$ cat src/rtl/fc_sequencer.sv
// Sequences one sample at a time through the fc network: forward pass, then an optional backward pass. Results are held under m_ready backpressure.
// All outputs are registered. Defining FC_SEQ_WATCHDOG_EN adds a timeout that aborts a FWD or BWD wait that stalls.
module fc_sequencer #(
  parameter int N       = 27,
  parameter int OSC_DIV = 4,
  parameter int TIMEOUT = 256
) (
  input  logic         clk_in,
  input  logic         rst_in,
  input  logic         s_valid,
  output logic         s_ready,
  input  logic [N-1:0] s_data,
  input  logic [N-1:0] s_target,
  input  logic         s_train,
  output logic [N-1:0] fc_fin,
  output logic [N-1:0] fc_bin,
  output logic         fc_fd_prop,
  output logic         fc_bk_prop,
  input  logic         fc_fd_done,
  input  logic         fc_bk_done,
  input  logic [N-1:0] fc_fout,
  output logic         oscillator,
  output logic         m_valid,
  input  logic         m_ready,
  output logic [N-1:0] m_data,
  output logic [N-1:0] m_err,
  output logic         m_timeout,
  output logic [15:0]  pass_count
);
  localparam int OW = (OSC_DIV > 1) ? $clog2(OSC_DIV) : 1;

  typedef enum logic [1:0] {IDLE, FWD, BWD, OUT} state_t;

  state_t        r_state, w_state_nxt;
  logic [N-1:0]  r_target;
  logic          r_train;
  logic [OW-1:0] r_osc_cnt;
  logic [N-1:0]  w_err;
  logic          w_accept, w_fd_hit, w_wd_hit, w_out_hs, w_wd_expired;

  assign w_err = fc_fout ^ r_target;

  always_ff @(posedge clk_in or posedge rst_in) begin
    if (rst_in) r_state <= IDLE;
    else        r_state <= w_state_nxt;
  end

  // A done pulse coincident with its own start pulse belongs to the previous pass and is ignored.
  always_comb begin
    w_state_nxt = r_state;
    w_accept    = 1'b0;
    w_fd_hit    = 1'b0;
    w_wd_hit    = 1'b0;
    w_out_hs    = 1'b0;
    case (r_state)
      IDLE: begin
        if (s_valid && s_ready) begin
          w_accept    = 1'b1;
          w_state_nxt = FWD;
        end
      end
      FWD: begin
        if (fc_fd_done && !fc_fd_prop) begin
          w_fd_hit    = 1'b1;
          w_state_nxt = r_train ? BWD : OUT;
        end else if (w_wd_expired) begin
          w_wd_hit    = 1'b1;
          w_state_nxt = OUT;
        end
      end
      BWD: begin
        if (fc_bk_done && !fc_bk_prop) begin
          w_state_nxt = OUT;
        end else if (w_wd_expired) begin
          w_wd_hit    = 1'b1;
          w_state_nxt = OUT;
        end
      end
      OUT: begin
        if (m_valid && m_ready) begin
          w_out_hs    = 1'b1;
          w_state_nxt = IDLE;
        end
      end
      default: w_state_nxt = IDLE;
    endcase
  end

  always_ff @(posedge clk_in or posedge rst_in) begin
    if (rst_in) begin
      s_ready    <= 1'b1;
      m_valid    <= 1'b0;
      fc_fd_prop <= 1'b0;
      fc_bk_prop <= 1'b0;
      fc_fin     <= '0;
      fc_bin     <= '0;
      r_target   <= '0;
      r_train    <= 1'b0;
      m_data     <= '0;
      m_err      <= '0;
      pass_count <= '0;
    end else begin
      s_ready    <= (w_state_nxt == IDLE);
      m_valid    <= (w_state_nxt == OUT);
      fc_fd_prop <= w_accept;
      fc_bk_prop <= w_fd_hit && r_train;
      if (w_accept) begin
        fc_fin   <= s_data;
        r_target <= s_target;
        r_train  <= s_train;
      end
      if (w_fd_hit) begin
        m_data <= fc_fout;
        m_err  <= w_err;
        if (r_train) fc_bin <= w_err;
      end
      if (w_wd_hit) begin
        m_data <= '0;
        m_err  <= '0;
      end
      if (w_out_hs) pass_count <= pass_count + 16'd1;
    end
  end

  always_ff @(posedge clk_in or posedge rst_in) begin
    if (rst_in) begin
      r_osc_cnt  <= '0;
      oscillator <= 1'b0;
    end else if (r_osc_cnt == OW'(OSC_DIV - 1)) begin
      r_osc_cnt  <= '0;
      oscillator <= ~oscillator;
    end else begin
      r_osc_cnt  <= r_osc_cnt + 1'b1;
    end
  end

`ifdef FC_SEQ_WATCHDOG_EN
  localparam int TW = $clog2(TIMEOUT + 1);
  logic [TW-1:0] r_wd_cnt;

  // Counter is zero in the first cycle of FWD/BWD, so expiry lands after TIMEOUT waiting cycles.
  assign w_wd_expired = (r_wd_cnt == TW'(TIMEOUT - 1));

  always_ff @(posedge clk_in or posedge rst_in) begin
    if (rst_in) begin
      r_wd_cnt  <= '0;
      m_timeout <= 1'b0;
    end else begin
      if (w_accept || w_fd_hit)                r_wd_cnt <= '0;
      else if (r_state == FWD || r_state == BWD) r_wd_cnt <= r_wd_cnt + 1'b1;
      if (w_wd_hit)      m_timeout <= 1'b1;
      else if (w_out_hs) m_timeout <= 1'b0;
    end
  end
`else
  assign w_wd_expired = (TIMEOUT < 0);
  assign m_timeout    = 1'b0;
`endif

endmodule

$ cat config.mk
export PLATFORM = sky130hd
export DESIGN_NAME = fc_sequencer
export DESIGN_NICKNAME = d
export VERILOG_FILES = /design/src/rtl/fc_sequencer.sv
export SDC_FILE = /design/constraint.sdc
export NUM_CORES = 1
export LEC_CHECK = 0
export BUFFER_PORTS_ARGS = -buffer_cell sky130_fd_sc_hd__buf_2
export CAP_MARGIN = 5
export CORE_MARGIN = 8
export CORE_UTILIZATION = 50
export CTS_CLUSTER_DIAMETER = 200
export CTS_CLUSTER_SIZE = 25
export DETAILED_ROUTE_END_ITERATION = 10
export GPL_ROUTABILITY_DRIVEN = 0
export MAX_ROUTING_LAYER = met4
export PLACE_DENSITY = 0.8
export SYNTH_ARGS = -nofsm -noshare
export SYNTH_HDL_FRONTEND = slang
export SYNTH_SLANG_ARGS = --single-unit
$ cat constraint.sdc
create_clock -name clk_in -period 11.5 [get_ports clk_in]
set_clock_uncertainty 0.05 [all_clocks]
set_input_delay 0.575 -clock clk_in [delete_from_list [all_inputs] [get_ports clk_in]]
set_output_delay 0.575 -clock clk_in [all_outputs]
set_load 0.1 [all_outputs]
## Word level (Yosys, flattened, before mapping)

Cells that the tools add are included.

| cells by class | value |
|---|---|
| add/sub/neg operators | 2 |
| equality and inequality tests | 5 |
| mux-type cells | 13 |
| bitwise operators | 2 |
| reductions and logical operators | 10 |

Operators with widths:

| kind | count |
|---|---|
| bitwise XOR 27 bit | 1 |
| adder 16 x 1 -> 16 bit (second input constant) | 1 |
| two-way mux 2 bit | 5 |
| == test 2 bit (second input constant) | 4 |
| case mux 2 bit (4 select lines) | 1 |
| two-way mux 1 bit | 7 |
| logical AND 1 bit | 5 |
| zero test 2 bit | 2 |
| adder 2 x 1 -> 2 bit (second input constant) | 1 |
| == test 2 x 1 -> 1 bit (second input constant) | 1 |
| zero test 1 bit | 2 |
| AND reduction 2 bit | 1 |
| NOT 1 bit | 1 |

| word-level totals | value |
|---|---|
| bits in registers | 161 |
| input port bits | 88 |
| output and inout port bits | 130 |
| word-level logic and storage cells | 46 |

## Longest topological paths before layout

Gate-level depths: netlist of the first run.

| depth | value |
|---|---|
| depth after elaboration | 5 |
| depth in mapped cells | 7 |
| mapped depth without buffers | 5 |

## Least setup slack after synthesis of the first run

No wires, ideal clock.

| path | value |
|---|---|
| kind | reg-to-reg |
| start | register pass_count[0] |
| end | register pass_count[10] |
| library setup time | 0.158 ns |
| arrival | 2.001 ns |
| data required time | 11.292 ns |
| slack | 9.291 ns |
| cell stages (with the launch flop) | 6 |
| buffers on the path | 0 |
| period minus slack after synthesis | 2.209 ns |
| path through | dfrtp_1 > ha_1 > nand3_1 > nor3_1 > nand4_1 > xnor2_1 |

| on the way | value |
|---|---|
| cells in the longest elaborated chain, start to end | 1 |

Ends and longest elaborated chain:

| what | line | RTL |
|---|---|---|
| from (decl) | 28 | `output logic [15:0] pass_count` |
| from (signal assigned) | 121 | `if (w_out_hs) pass_count <= pass_count + 16'd1;` |
| adder 16 x 1 -> 16 bit | 121 |  |

No other way between the ends.
A chain may end at the register's enable or synchronous reset.

## Worst setup path after layout of the first run

| path | value |
|---|---|
| start | register r_state[1] |
| end | register fc_bin[14] |

| on the way | value |
|---|---|
| cells in the longest elaborated chain, start to end | 3 |

Ends and longest elaborated chain:

| what | line | RTL |
|---|---|---|
| from (decl) | 34 | `state_t r_state, w_state_nxt;` |
| from (signal assigned) | 45 | `else r_state <= w_state_nxt;` |
| == test 2 x 1 -> 1 bit | 55 | `case (r_state)` |
| two-way mux 1 bit | 55 |  |
| AND reduction 2 bit (no source line) | - |  |
| to (signal assigned) | 115 | `if (r_train) fc_bin <= w_err;` |
| to (decl) | 16 | `output logic [N-1:0] fc_bin,` |

No other way between the ends.

==> impl_metrics.ini, run 1 <==
[outcome]
status = complete, no violations

[setup_path]
worst_setup_path_start_kind = register
crit_type = register to register
required_ns = 11.78
worstPathMaxFanout = 82
cp-endpoint = fc_bin[14]
r2r_end = fc_bin[14]
reg2reg_depth = 4
cp-end-kind = register
r2r_slack_ns = 8.61
rr_startpoint = r_state[1]
critical_path_arrival_ns = 3.17
crit_start = r_state[1]

[drt]
post-route-drc-count = 0
vias = 4319
avgViaCountPerCell = 5.005
detail_route.wl_per_cell_um = 17.15
drt-initial-drc-count = 225
drtAntennaViolNets = 0
first_pass_iters = 4
wirelength_um = 14800

[run]
drv_cap = 0

[sta]
rsz0062_at_grt = false
tightest_slew_ns = 1.055
period_needed_ns = 2.891
slew_viol_final = 0
finalHoldViolations = 0
fmax_mhz = 345.9
slew-limit-headroom_pct = 29.69
setup_tns_ns = 0
min_period_over_period_pct = 25.14
setup_viol = 0

[synth]
synth.distinct_cells = 29
synth_top_flop_cell = dfrtp_1
yosysSeqAreaShare_pct = 64.74
synthTopCellsByCount = dfrtp_1 (160), mux2_2 (82), nor2_1 (60), a21oi_1 (55), xnor2_1 (39)
yosysMostFrequentCell = dfrtp_1
ys_warn_count = 0
ys_ff_latch = 161
synthTopCellsByArea = dfrtp_1 (64%), mux2_2 (15%), xnor2_1 (5.5%), a21oi_1 (4.4%), nor2_1 (3.6%)
yosys.area.top_type = dfrtp_1
synth.top_cell.area_share_pct = 64.32
synthArstFlopShare_pct = 100.0
syn-instance-count = 465
avgSynthCellArea_um2 = 13.39
synth_edf_count = 0
synthesis.area_um2 = 6225
synth_nets = 555

[cells_and_area]
filler_cell_count = 904
final_net_count = 770
seq_area_um2 = 4030
drive_above_1_share_pct = 48.77
multiInputGateArea_um2 = 2069
syn_to_final_growth_pct = 28.70

[clock_network]
cts-root-buf = clkbuf_16
cts_sinks = 161
cts_tree = yes
clockBufferDepth = 2
postCtsHoldBufs = 0
cts_buffers = 17
cts_resized = 0
clk_transition_reported_paths_ns = 0.06
clk_latency_ns = 0.42
htree_levels = 4
cts_setup_buffers = 0

[grt]
gr-total-overflow = 0
grt_pass1_wl_um = 23420
gr-usage-all-layers_pct = 18.89
grt_pass1_vias = 4657
grt_max_degree = 86
antenna_found_initial = 2

[floorplan]
design.core.area_um2 = 12060
io_pins = 218
die_h_um = 127.6
fp-row-count = 40
dieArea_um2 = 16280
die_x_um = 127.6
initial_core_util_pct = 51.61

[placed_design]
io_buffers = 216
place_hpwl_um = 10750

[worst_hold_path]
hold_path.class = input pin to asynchronous set/reset pin
[layer usage]
metal | GRT usage [%] | wire (um) | vias to the layer above
met2 | 30.18 | 7356 | 152
met5 | - | 0 | -
met4 | 7.552 | 248 | 0
met1 | 20.75 | 5918 | 2130
met3 | 7.696 | 1281 | 21
li1 | - | - | 2016
[worst min-delay path by stage]
| stage | end | start | slack (ns) | depth (start not counted) |
|---|---|---|---|---|
| finish | r_target[21] | rst_in | 0.21 | 2 |
| detailed placement | r_osc_cnt[0] | r_osc_cnt[0] | 0.37 | 1 |
| global route | r_target[21] | rst_in | 0.27 | 2 |
| global placement | r_osc_cnt[0] | r_osc_cnt[0] | 0.36 | 1 |
| CTS | r_target[21] | rst_in | 0.23 | 2 |
| floorplan | r_osc_cnt[0] | r_osc_cnt[0] | 0.35 | 1 |
[state kept, by name (all words and copies together), names as in the netlist, 2 cells and up]
register	cells
r_state	2
r_target	27
m_err	27
fc_bin	27
pass_count	16
fc_fin	27
m_data	27
r_osc_cnt	2
[critical path, cell delays in order (launching register included)]
cell	delay (ns)
dfrtp_1	0.46
and4bb_4	1.05
and2_2	0.94
nor2_1	0.11
a21oi_1	0.17
[final cells by class]
class,count,area share [%]
Clock buffer,23,5.966
Tap cell,168,2.624
Multi-Input combinational cell,279,25.83
Clock inverter,9,1.328
Sequential cell,161,50.30
Timing Repair Buffer,218,13.68
Inverter,3,0.2030
Antenna cell,2,0.06247
[through the flow]
stage,worst slack [ns],utilization (%),std cells,instance area [um^2],hold WS [ns]
4_1_cts,8.522,66.38,861,8006,0.2320
5_1_grt,8.373,66.42,863,8011,0.2747
2_1_floorplan,6.528,-,465,6225,0.3531
3_3_place_gp,8.595,61.54,829,7422,0.3640
3_5_place_dp,8.400,61.54,829,7422,0.3748
6_report,8.609,66.42,863,8011,0.2140
[placed cells by master (no fill, tap or decap), drive strengths merged, types with 3 or more instances in the layout]
| cell type | synthesis | routed |
|---|---|---|
| dfrtp | 160 | 160 |
| nand3 | 7 | 7 |
| xnor2 | 39 | 39 |
| a21oi | 55 | 55 |
| clkinv | 0 | 4 |
| clkinvlp | 0 | 3 |
| inv | 3 | 3 |
| nor2 | 60 | 60 |
| buf | 19 | 218 |
| nand2 | 11 | 11 |
| mux2 | 82 | 82 |
| xor2 | 4 | 4 |
| clkbuf | 3 | 23 |
[logic make-up (layout without fill, tap and decap cells)]
| group | count (synthesis) | in the layout | synth area share [%] |
|---|---|---|---|
| multiplexers | 82 | 82 | 14.83 |
| XOR/XNOR | 43 | 43 | 6.050 |
| other | 1 | 3 | 0.06024 |
| AND/OR/NAND/NOR | 94 | 94 | 7.015 |
| flip-flops | 161 | 161 | 64.74 |
| buffers and inverters | 25 | 253 | 2.171 |
| AO/OA/AOI/OAI | 57 | 57 | 4.724 |
| adder cells (fa/ha/maj) | 2 | 2 | 0.4019 |
Power of run 1 is not shown: default switching activity piles up to over one toggle a cycle in this logic, so the estimate is an artifact.
==> run 2, diff against run 1 <==
==> constraint.sdc (replaced) <==
create_clock -name clk_in -period 2.95 [get_ports clk_in]
set_clock_uncertainty 0.05 [all_clocks]
set_input_delay 0.1475 -clock clk_in [delete_from_list [all_inputs] [get_ports clk_in]]
set_output_delay 0.1475 -clock clk_in [all_outputs]
set_load 0.1 [all_outputs]
==> run 2 against run 1 <==
Count of clock-buffer cells in the layout is the same. Setup slack got worse by 7.7 ns. Wire length grew 20%. Fmax up 43%. Register-to-register slack worse by 7.7 ns. Utilization rose by 7.7 points. Critical endpoint is now m_data[6].
==> impl_metrics.ini, run 2 (synthesized netlist as in run 1, its figures left out) <==
[outcome]
status = complete, no violations

[setup_path]
critical_path_arrival_ns = 2.27
reg2reg_depth = 3
critical_path.cell_chain = and4bb_4 > buf_12 > mux2_2
required_ns = 3.19
cp-end-kind = register
worst-path-buf-inv = 1
crit_type = register to register
cpPeakStageDelay_ns = 0.64
worstPathMaxFanout = 52
cp.depth = 3
cpMaxStageDelayCell = and4bb_4
worst_setup_path_start_kind = register
cp_top_family = simple AND/OR/NAND/NOR gates

[drt]
wirelength_um = 17780
vias = 4793
detail_route.wl_per_cell_um = 18.74
first_pass_iters = 4
post-route-drc-count = 0
drt-initial-drc-count = 227
drtAntennaViolNets = 0
avgViaCountPerCell = 5.051

[cells_and_area]
layout_common_cells = buf_2 (216), dfrtp_1 (160), dlygate4sd3_1 (84)
syn_to_final_growth_pct = 43.64
finalInstanceArea_um2 = 8941
drive_above_1_share_pct = 43.66
filler_cell_count = 729
layout_commonest_cell = buf_2
antenna_cells = 0
final_net_count = 858

[clock_network]
clk_transition_reported_paths_ns = 0.06
htree_levels = 4
clk_latency_ns = 0.41
cts_sinks = 161
cts_setup_buffers = 0
clockBufferDepth = 2
cts_tree = yes
cts_buffers = 17
cts-root-buf = clkbuf_16
cts_resized = 0

[grt]
antenna_found_initial = 0
grt_pass1_wl_um = 28450
grt_pass1_vias = 5401
grt_max_degree = 93
gr-usage-all-layers_pct = 23.00
gr-total-overflow = 0

[sta]
tightest_slew_ns = 0.5359
fmax_mhz = 494.0
finalHoldViolations = 0
setup_viol = 0
period_needed_ns = 2.024
slew_viol_final = 0
slew-limit-headroom_pct = 63.95
min_period_over_period_pct = 68.61
setup_tns_ns = 0
rsz0062_at_grt = false

[worst_hold_path]
hold_depth = 3
hold_path.class = input pin to register

[placed_design]
place_hpwl_um = 11010
place_area_um2 = 7501
io_buffers = 216

[floorplan]
die_h_um = 127.6
design.core.area_um2 = 12060
dieArea_um2 = 16280
io_pins = 218
fp-row-count = 40
die_x_um = 127.6
initial_core_util_pct = 51.61

[run]
drv_cap = 0
run 2: per-layer routing:
layer | up-vias | GRT usage [%] | wire length (um)
li1 | 2187 | - | -
met5 | - | - | 0
met3 | 35 | 7.446 | 1381
met4 | 0 | 9.510 | 467
met2 | 208 | 37.41 | 8877
met1 | 2363 | 25.82 | 7056
run 2: repair_timing:
| action | CTS | global route |
|---|---|---|
| hold endpoints to repair | 103 | 0 |
| endpoints found under the setup margin | 0 | 0 |
| hold buffers | 84 | 0 |
run 2: path summary, 6_finish.rpt:
path	startpoint	endpoint	slack [ns]
setup / recovery	r_state[1]	m_data[6]	0.93
hold / removal	fc_fd_done	r_state[1]	0.04
setup reg to reg	r_state[1]	m_data[6]	0.93
hold reg to reg	r_osc_cnt[0]	r_osc_cnt[0]	0.39
max in group asynchronous	rst_in	fc_bin[16]	1.77
min in group asynchronous	rst_in	r_osc_cnt[1]	0.27
run 2: area by class of cell:
| cell class | instances | area (um^2) | area share [%] |
|---|---|---|---|
| multi-input combinational | 279 | 2069 | 23.15 |
| tap | 168 | 210.2 | 2.351 |
| clock inverter | 9 | 131.4 | 1.469 |
| clock buffer | 23 | 467.9 | 5.234 |
| inverter | 3 | 15.01 | 0.1679 |
| sequential | 161 | 4030 | 45.07 |
| timing repair buffer | 306 | 2017 | 22.56 |
run 2: worst reg2reg max path, cell delays in order, from the launching register on:
cell and delay [ns]:
dfrtp_1 0.47, and4bb_4 0.64, buf_12 0.32, mux2_2 0.43
run 2: metrics by stage:
step / instances / worst slack, ns / hold WS [ns] / util (%)
floorplan: 465 / 0.7105 / 0.2491 / -
global placement: 833 / 1.032 / 0.1285 / 62.19
detailed placement: 833 / 0.9659 / 0.1319 / 62.19
finish: 949 / 0.9259 / 0.04160 / 74.13
CTS: 949 / 0.9527 / 0.01553 / 74.13
global route: 949 / 0.8238 / 0.02586 / 74.13
Power of run 2 is left out for the same reason.
==> run 3, diff against run 2 <==
--- a/config.mk
+++ b/config.mk
@@ -5,16 +5,17 @@
 export SDC_FILE = /design/constraint.sdc
 export NUM_CORES = 1
 export LEC_CHECK = 0
+export ABC_AREA = 1
 export BUFFER_PORTS_ARGS = -buffer_cell sky130_fd_sc_hd__buf_2
 export CAP_MARGIN = 5
 export CORE_MARGIN = 8
-export CORE_UTILIZATION = 50
+export CORE_UTILIZATION = 46
 export CTS_CLUSTER_DIAMETER = 200
 export CTS_CLUSTER_SIZE = 25
 export DETAILED_ROUTE_END_ITERATION = 10
 export GPL_ROUTABILITY_DRIVEN = 0
 export MAX_ROUTING_LAYER = met4
-export PLACE_DENSITY = 0.8
+export PLACE_DENSITY = 0.76
 export SYNTH_ARGS = -nofsm -noshare
 export SYNTH_HDL_FRONTEND = slang
 export SYNTH_SLANG_ARGS = --single-unit
==> constraint.sdc (replaced) <==
create_clock -name clk_in -period 1.8 [get_ports clk_in]
set_clock_uncertainty 0.05 [all_clocks]
set_input_delay 0.09 -clock clk_in [delete_from_list [all_inputs] [get_ports clk_in]]
set_output_delay 0.09 -clock clk_in [all_outputs]
set_load 0.1 [all_outputs]
==> run 3 against run 2 <==
Register-to-register slack worse by 0.61 ns. Sequential share of layout area fell by 2.5 points. Non-clock buffer count grew 5. Highest routed layer unchanged.
==> impl_metrics.ini, run 3 <==
[setup_path]
critical_path.cell_chain = buf_2
crit_type = register to primary output
cpMaxStageDelayCell = dfstp_2
worst_setup_path_start_kind = register
critical_path_arrival_ns = 1.39
worst-path-buf-inv = 1
r2r_slack_ns = 0.32
cp_top_family = flip-flops
worstPathMaxFanout = 2
required_ns = 1.66
cpPeakStageDelay_ns = 0.54
cp-end-kind = primary output

[placed_design]
placedCellCount = 1126
io_buffers = 216
place_hpwl_um = 12200

[worst_hold_path]
hold_path.class = input pin to register

[synth]
synthTopCellsByCount = nand2_1 (372), dfrtp_1 (160), inv_1 (46), xor2_1 (35), o21ai_2 (22)
synthesis.area_um2 = 6753
yosysSeqAreaShare_pct = 59.68
syn-instance-count = 743
yosysMostFrequentCell = nand2_1
avgSynthCellArea_um2 = 9.088
yosys.area.top_type = dfrtp_1
ys_warn_count = 0
synth.distinct_cells = 27
ys_ff_latch = 161
synth_nets = 833
synth_top_flop_cell = dfrtp_1
synth_edf_count = 0
synthArstFlopShare_pct = 100.0
synth.top_cell.area_share_pct = 59.29
synthTopCellsByArea = dfrtp_1 (59%), nand2_1 (21%), xor2_1 (4.5%), o21ai_2 (2.9%), inv_1 (2.6%)

[outcome]
status = complete, no violations

[drt]
drtAntennaViolNets = 0
drt-initial-drc-count = 317
post-route-drc-count = 0
avgViaCountPerCell = 4.694
wirelength_um = 19100
vias = 5825
first_pass_iters = 4
detail_route.wl_per_cell_um = 15.39

[cells_and_area]
layout_common_cells = nand2_1 (371), buf_2 (216), dfrtp_1 (160)
layout_commonest_cell = nand2_1
final_net_count = 1134
drive_above_1_share_pct = 29.80
antenna_cells = 0
syn_to_final_growth_pct = 40.13
final_cells = 1241

[clock_network]
clockBufferDepth = 2
cts_setup_buffers = 0
clk_latency_ns = 0.41
cts_buffers = 17
htree_levels = 4
cts-root-buf = clkbuf_16
clk_transition_reported_paths_ns = 0.06
cts_tree = yes
cts_sinks = 161

[floorplan]
dieArea_um2 = 18810
io_pins = 218
die_h_um = 137.2
design.core.area_um2 = 14420
die_x_um = 137.2
fp-row-count = 44
initial_core_util_pct = 46.82

[sta]
holdWs_ns = 0.04748
slew-limit-headroom_pct = 62.77
min_period_over_period_pct = 85.02
period_needed_ns = 1.530
setup_viol = 0
finalHoldViolations = 0
fmax_mhz = 653.5
tightest_slew_ns = 0.5585
slew_viol_final = 0
rsz0062_at_grt = false

[grt]
grt_max_degree = 104
antenna_found_initial = 0
grt_pass1_wl_um = 31160
gr-usage-all-layers_pct = 21.83
gr-total-overflow = 0
grt_pass1_vias = 6253

[run]
drv_cap = 0
[run 3: cell count changes after synthesis, sizes merged, moves of 31 or more]
cell   delta
inv      +46
a21oi    -54
nor2     -38
mux2     -82
xor2     +31
xnor2    -37
nand2   +384
[run 3: final cells by class]
class                   instances  area (um^2)
well taps                     184        230.2
multi-input cells             504         2370
clock buffers                  22        444.2
clock inverters                10        136.4
inverters                      49        187.7
flip-flops and latches        161         4030
fillers                      1130         4961
repair buffers                311         2064
[run 3: worst register-to-register path, cell delays in order (launching register included)]
cell     delay [ns]
dfrtp_1        0.41
nor2_4         0.13
nand2_1        0.10
nor3_4         0.18
buf_12         0.31
nand2_1        0.15
o21ai_2        0.07
[run 3: metrics by stage]
step           utilization [%]  TNS [ns]  area (um^2)  setup slack [ns]
3_5_place_dp             55.82         0         8051            0.3313
2_1_floorplan                -    -64.05         6756           -0.3820
6_report                 65.61         0         9463            0.2697
4_1_cts                  65.61         0         9463            0.2494
3_3_place_gp             55.82         0         8051            0.3677
5_1_grt                  65.61         0         9463            0.1722
[run 3: worst paths after layout]
kind	cells past startpoint	from	to
max in group asynchronous	4	rst_in	fc_bin[9]
max reg2reg	6	fc_fd_prop	fc_bin[0]
min	3	s_valid	r_state[0]
min in group asynchronous	4	rst_in	fc_fin[0]
min reg2reg	1	r_osc_cnt[0]	r_osc_cnt[0]
max	1	s_ready	s_ready
[run 3: timing repair]
action / CTS / global route
hold buffers: 83 / 0
setup endpoints to repair: 0 / 0
resized for setup: 0 / 0
hold endpoints to repair: 296 / 0
[run 3: cell families (layout without fill, tap and decap cells)]
| kind of cell | count (synthesis) | in the layout | share of synthesized area [%] |
|---|---|---|---|
| adders and majority gates | 2 | 2 | 0.3705 |
| buffers and inverters | 78 | 392 | 5.336 |
| xor gates and xnor gates | 37 | 37 | 4.799 |
| and+or+nand+nor | 435 | 435 | 26.39 |
| DFF | 161 | 161 | 59.68 |
| AOI/OAI and AO/OA | 29 | 29 | 3.372 |
| other | 1 | 1 | 0.05553 |
[run 3: routing by layer]
layer | vias up | track usage [%] | wire (um)
met1 | 2752 | 25.63 | 8052
met5 | - | - | 0
met4 | 0 | 10.62 | 605
li1 | 2841 | - | -
met2 | 190 | 35.16 | 9392
met3 | 42 | 4.589 | 1046
Power of run 3 is left out for the same reason.
